==> src/rtl/pattern_board_gen.sv <==
// Random board generator: draws LFSR candidates until one has an acceptable lit-cell count,
// else falls back to a fixed pattern. Optional seed loading via PATTERN_BOARD_GEN_SEED_LOAD_EN.
module pattern_board_gen #(
  parameter int          CELLS     = 16,
  parameter int          MIN_LIT   = 3,
  parameter int          MAX_LIT   = 8,
  parameter int          MAX_TRIES = 15,
  parameter logic [31:0] SEED      = 32'hACE10001
) (
  input  logic                       clk,
  input  logic                       reset,
  input  logic                       start,
  input  logic                       board_ack,
  output logic [CELLS-1:0]           board,
  output logic [$clog2(CELLS+1)-1:0] lit_count,
  output logic                       board_valid,
  output logic                       busy,
  output logic                       fallback
`ifdef PATTERN_BOARD_GEN_SEED_LOAD_EN
  ,
  input  logic                       seed_load,
  input  logic [31:0]                seed_in
`endif
);

  localparam int LW = $clog2(CELLS + 1);
  localparam logic [LW-1:0]    MIN_C    = LW'(MIN_LIT);
  localparam logic [LW-1:0]    MAX_C    = LW'(MAX_LIT);
  localparam logic [7:0]       TRY_LAST = 8'(MAX_TRIES - 1);
  localparam logic [CELLS-1:0] FALLBACK = CELLS'((64'd1 << MIN_LIT) - 64'd1);
  // Right-shift Galois taps for x^32 + x^22 + x^2 + x + 1.
  localparam logic [31:0]      TAPS     = 32'h8020_0003;

  if (CELLS < 4 || CELLS > 32) begin : g_bad_cells
    $error("pattern_board_gen: CELLS=%0d outside 4..32", CELLS);
  end
  if (!(MIN_LIT >= 1 && MIN_LIT <= MAX_LIT && MAX_LIT <= CELLS)) begin : g_bad_lit
    $error("pattern_board_gen: need 1<=MIN_LIT<=MAX_LIT<=CELLS");
  end
  if (MAX_TRIES < 1 || MAX_TRIES > 255) begin : g_bad_tries
    $error("pattern_board_gen: MAX_TRIES=%0d outside 1..255", MAX_TRIES);
  end

  typedef enum logic [1:0] {IDLE, ARM, DRAW, SHOW} state_t;

  state_t            state, state_next;
  logic [31:0]       lfsr, lfsr_next;
  logic [7:0]        tries, tries_next;
  logic [CELLS-1:0]  candidate;
  logic [LW-1:0]     cand_count;
  logic              in_range, accept, give_up;

  function automatic logic [LW-1:0] popcount(input logic [CELLS-1:0] v);
    logic [LW-1:0] n;
    n = '0;
    for (int i = 0; i < CELLS; i++) n = n + LW'(v[i]);
    return n;
  endfunction

  assign lfsr_next  = {1'b0, lfsr[31:1]} ^ (lfsr[0] ? TAPS : 32'h0);
  assign candidate  = lfsr[CELLS-1:0];
  assign cand_count = popcount(candidate);
  assign in_range   = (cand_count >= MIN_C) && (cand_count <= MAX_C);

  assign busy        = (state == ARM) || (state == DRAW);
  assign board_valid = (state == SHOW);

  always_comb begin
    // NOTE: every signal written here gets a default first so no path leaves it unassigned (no latch).
    state_next = state;
    tries_next = tries;
    accept     = 1'b0;
    give_up    = 1'b0;
    unique case (state)
      IDLE: if (start) state_next = ARM;
      ARM: begin
        if (!start) begin
          state_next = DRAW;
          tries_next = '0;
        end
      end
      DRAW: begin
        if (in_range) begin
          accept     = 1'b1;
          state_next = SHOW;
        end else if (tries == TRY_LAST) begin
          give_up    = 1'b1;
          state_next = SHOW;
        end else begin
          tries_next = tries + 8'd1;
        end
      end
      SHOW: if (board_ack) state_next = IDLE;
      default: state_next = IDLE;
    endcase
  end

  // NOTE: sequential state uses non-blocking assignments so every register samples pre-edge values.
  always_ff @(posedge clk or posedge reset) begin
    if (reset) begin
      state     <= IDLE;
      lfsr      <= SEED;
      tries     <= '0;
      board     <= '0;
      lit_count <= '0;
      fallback  <= 1'b0;
    end else begin
      state <= state_next;
      tries <= tries_next;
`ifdef PATTERN_BOARD_GEN_SEED_LOAD_EN
      if (seed_load) lfsr <= (seed_in == 32'h0) ? SEED : seed_in;
      else           lfsr <= lfsr_next;
`else
      lfsr <= lfsr_next;
`endif
      if (accept) begin
        board     <= candidate;
        lit_count <= cand_count;
        fallback  <= 1'b0;
      end else if (give_up) begin
        board     <= FALLBACK;
        lit_count <= MIN_C;
        fallback  <= 1'b1;
      end
    end
  end

endmodule

==> config.mk <==
export PLATFORM = sky130hd
export DESIGN_NAME = pattern_board_gen
export DESIGN_NICKNAME = d
export VERILOG_FILES = /design/src/rtl/pattern_board_gen.sv
export SDC_FILE = /design/constraint.sdc
export NUM_CORES = 1
export LEC_CHECK = 0
export CORE_MARGIN = 4
export CORE_UTILIZATION = 51
export DETAILED_ROUTE_END_ITERATION = 7
export GPL_TIMING_DRIVEN = 0
export PLACE_DENSITY_LB_ADDON = 0.12
export SLEW_MARGIN = 40
export SYNTH_ARGS = -nofsm -noshare
export SYNTH_HDL_FRONTEND = slang
export SYNTH_SLANG_ARGS = --single-unit
==> constraint.sdc <==
create_clock -name clk -period 4.95 [get_ports clk]
set_input_delay 0.495 -clock clk [delete_from_list [all_inputs] [get_ports clk]]
set_output_delay 0.495 -clock clk [all_outputs]
set_load 0.01 [all_outputs]
==> flow_summary.ini <==
[run_status]
status = complete, no violations

[finish]
fin_area_um2 = 3520
final_core_util_pct = 64.4
fin_nets = 323
areaGrowthSynthToFinish_pct = 22.9
diodes = 0
layout-drive-gt1-share_pct = 12.6

[placement]
portBuffers = 27
dpl.hpwl_um = 3860
dpl-instance-area_um2 = 3250
gp_routability_congestion = 0.846

[global_route]
grt_use_met1_pct = 25.9
grt_use_met2_pct = 24.9
grt_remaining_overflow = 0
grt_pass1_vias = 1983
grt_start_max_net_pins = 36
grt-busiest-layer = met1
antenna_found_initial = 0
grt_use_total_pct = 17.7
grt_first_pass_wirelength_um = 9620
gr-usage-met3_pct = 4.17

[synthesis]
netlist_area_um2 = 2870
synthFlopType = dfrtp_1
yosysTopAreaCellShare_pct = 48.0
yosysSeqAreaShare_pct = 56.2
synth-edff-count = 0
synth_warnings = 0
yosysTopAreaCell = dfrtp_1
synthTopCellsByArea = dfrtp_1 (48%), dfstp_2 (8.2%), fa_1 (7.0%)
synth.distinct_cells = 44
synth.avg_cell_area_um2 = 11.2
ys_seq_elements = 64
syn-num-nets = 282
synthesis.instances = 256
async_reset_ff_share_pct = 100

[min_path]
min_path_type = register to register
hp-start = lfsr[18]
holdPathStages = 0
min_to = lfsr[17]

[setup_path]
cp-end-kind = register
crit_top_cell = fa_1
critical_path_required_ns = 5.20
r2r_start = lfsr[0]
r2r_cells = 15
critPathArrivalTime_ns = 4.97
slowest_stage = dfstp_2
crit_fanout = 10
crit_path_start_kind = register
slowest_delay_ns = 0.53
crit_chain = inv_1, fa_1, fa_1, fa_1, fa_1, inv_1, ha_2, inv_1, fa_2, nand2b_1, a221oi_4, o2bb2ai_4, buf_6, or4_1, o21ai_0
worstReg2RegEnd = tries[7]
r2r_setup_slack_ns = 0.23
path_class = register to register

[clocking]
hold_buffers = 0
htree_levels = 3
path_clk_slew_ns = 0.07
clock_latency_ns = 0.33
cts_root_buf = clkbuf_8
cts_made_buffers = 9
cts.sinks = 64
cts_tree = yes
cts_max_path_buffers = 2

[drt]
wirelength_um = 5550
wl_per_cell_um = 14.8
vias_per_cell = 5.17
ant_nets = 0
drt_iter0_drc = 86
dr.pass1.iters = 4
routed-via-count = 1935
drc = 0

[sta]
hold_viol = 0
worst_slew_pin_slew_ns = 0.490
period_minus_slack_ns = 4.72
setup-violations-final = 0
min_period_over_period_pct = 95.4
relSlewSlack_pct = 67.3
final_max_slew_viol_count = 0
grt_setup_unrepaired = no
clock_skew_ns = 0.00966
clock.fmax_mhz = 212

[die]
initial_core_util_pct = 52.4
core_um2 = 5470
die-area_um2 = 6890
row_count = 27
ios = 28
die_height_um = 83.0
die-width_um = 83.0

[power]
swShare_pct = 26.5
pwr_density_cell_nw_per_um2 = 359
leakagePower_nw = 1.61
seqPwrFrac_pct = 44.5
cell_internal_pwr_mw = 0.929
peakVddDrop_uv = 392
p_sw_mw = 0.334
p_clk_share_pct = 38.8
p_comb_share_pct = 16.6

[run]
maxCapViolCount = 0
sequential cells by signal (all words and copies together), names as in the netlist:
register / flops
board: 16
lfsr: 32
fallback: 1
lit_count: 5
state: 2
tries: 8
power by group through the flow:
stage                     sequential (mW)  combinational, mW  clock (mW)
after floorplan                     0.567              0.145           0
after global placement              0.572              0.199           0
after detailed placement            0.572              0.207           0
after CTS                           0.563              0.209       0.500
after global routing                0.566              0.243       0.530
final                               0.563              0.210       0.491
layer usage:
metal	share of wire, %	vias to the layer above
met3	3.9	8
met4	1.7	0
met5	0	-
met1	49	949
li1	-	937
met2	46	41
cells by family after synthesis:
logic type / after synthesis / share of synthesized area, %
and+or+nand+nor: 75 / 12.7
adders and majority gates: 22 / 12.2
buffers and inverters: 42 / 5.98
xor gates and xnor gates: 3 / 0.916
muxes: 3 / 1.09
DFF: 64 / 56.2
AOI/OAI and AO/OA: 47 / 10.9
worst max-delay path, delay by kind of cell (launching register included):
kind / cells / cell delay, ns
AO/OA/AOI/OAI: 3 / 0.57
buffers and inverters: 4 / 0.35
adder cells (fa/ha/maj): 6 / 2.50
AND/OR/NAND/NOR: 2 / 0.69
flip-flops: 1 / 0.53
final cells by class:
cell class / instances / area, um^2
inverters: 34 / 130
repair buffers: 30 / 305
flip-flops and latches: 64 / 1610
plain buffers: 8 / 45.0
well taps: 72 / 90.1
fillers: 462 / 1950
multi-input cells: 150 / 1120
clock buffers: 13 / 149
clock inverters: 3 / 67.6
synthesized netlist by cell type (2+ instances only):
master and count:
fa_1 10, a21oi_1 11, mux2i_1 2, dfrtp_1 55, nand3_1 3, dfstp_2 9, inv_1 34, o31ai_1 3
and2_1 3, a211oi_1 2, nor3_1 5, clkbuf_1 3, xor2_1 3, nor2_1 8, ha_1 12, nand2b_1 2
o21ai_0 19, buf_2 2, nor2b_1 3, or3_1 2, and3_1 3, or4_1 4, nand2_1 37
stage by stage:
step / power, mW / setup WS [ns] / std cells / TNS, ns / hold WS [ns]
after floorplan: 0.713 / 0.298 / 256 / 0 / 0.331
after global placement: 0.771 / -0.0933 / 355 / -0.720 / 0.332
after detailed placement: 0.779 / -0.148 / 356 / -1.55 / 0.336
after CTS: 1.27 / 0.00650 / 373 / 0 / 0.353
after global routing: 1.34 / 0.0271 / 374 / 0 / 0.361
final: 1.26 / 0.225 / 374 / 0 / 0.350
cell usage in the layout (no fill, tap or decap), types with 3 or more instances in the layout:
cell / netlist / layout
a21oi_1: 11 / 11
and2_1: 3 / 3
and3_1: 3 / 3
buf_4: 1 / 3
clkbuf_1: 3 / 5
clkbuf_8: 0 / 10
clkdlybuf4s50_1: 0 / 27
dfrtp_1: 55 / 55
dfstp_2: 9 / 9
fa_1: 10 / 9
ha_1: 12 / 11
inv_1: 34 / 33
nand2_1: 37 / 37
nand3_1: 3 / 3
nor2_1: 8 / 8
nor2b_1: 3 / 3
nor3_1: 5 / 5
o21ai_0: 19 / 19
o31ai_1: 3 / 3
or4_1: 4 / 4
what timing repair did:
action                                  4_1_cts  5_1_grt
endpoints found under the setup margin       22       31
setup buffers                                 1        1
resized for setup                             2        5
pin swaps                                     0        8
how the worst max path moves through the flow:
stage,startpoint,to,cells after the start
5_1_grt,lfsr[0],tries[7],15
4_1_cts,lfsr[0],tries[7],15
2_1_floorplan,lfsr[0],tries[7],15
6_report,lfsr[0],tries[7],15
3_3_place_gp,lfsr[0],board[2],14
3_5_place_dp,lfsr[0],board[3],14
No activity file was read; power rests on OpenSTA's default activity.
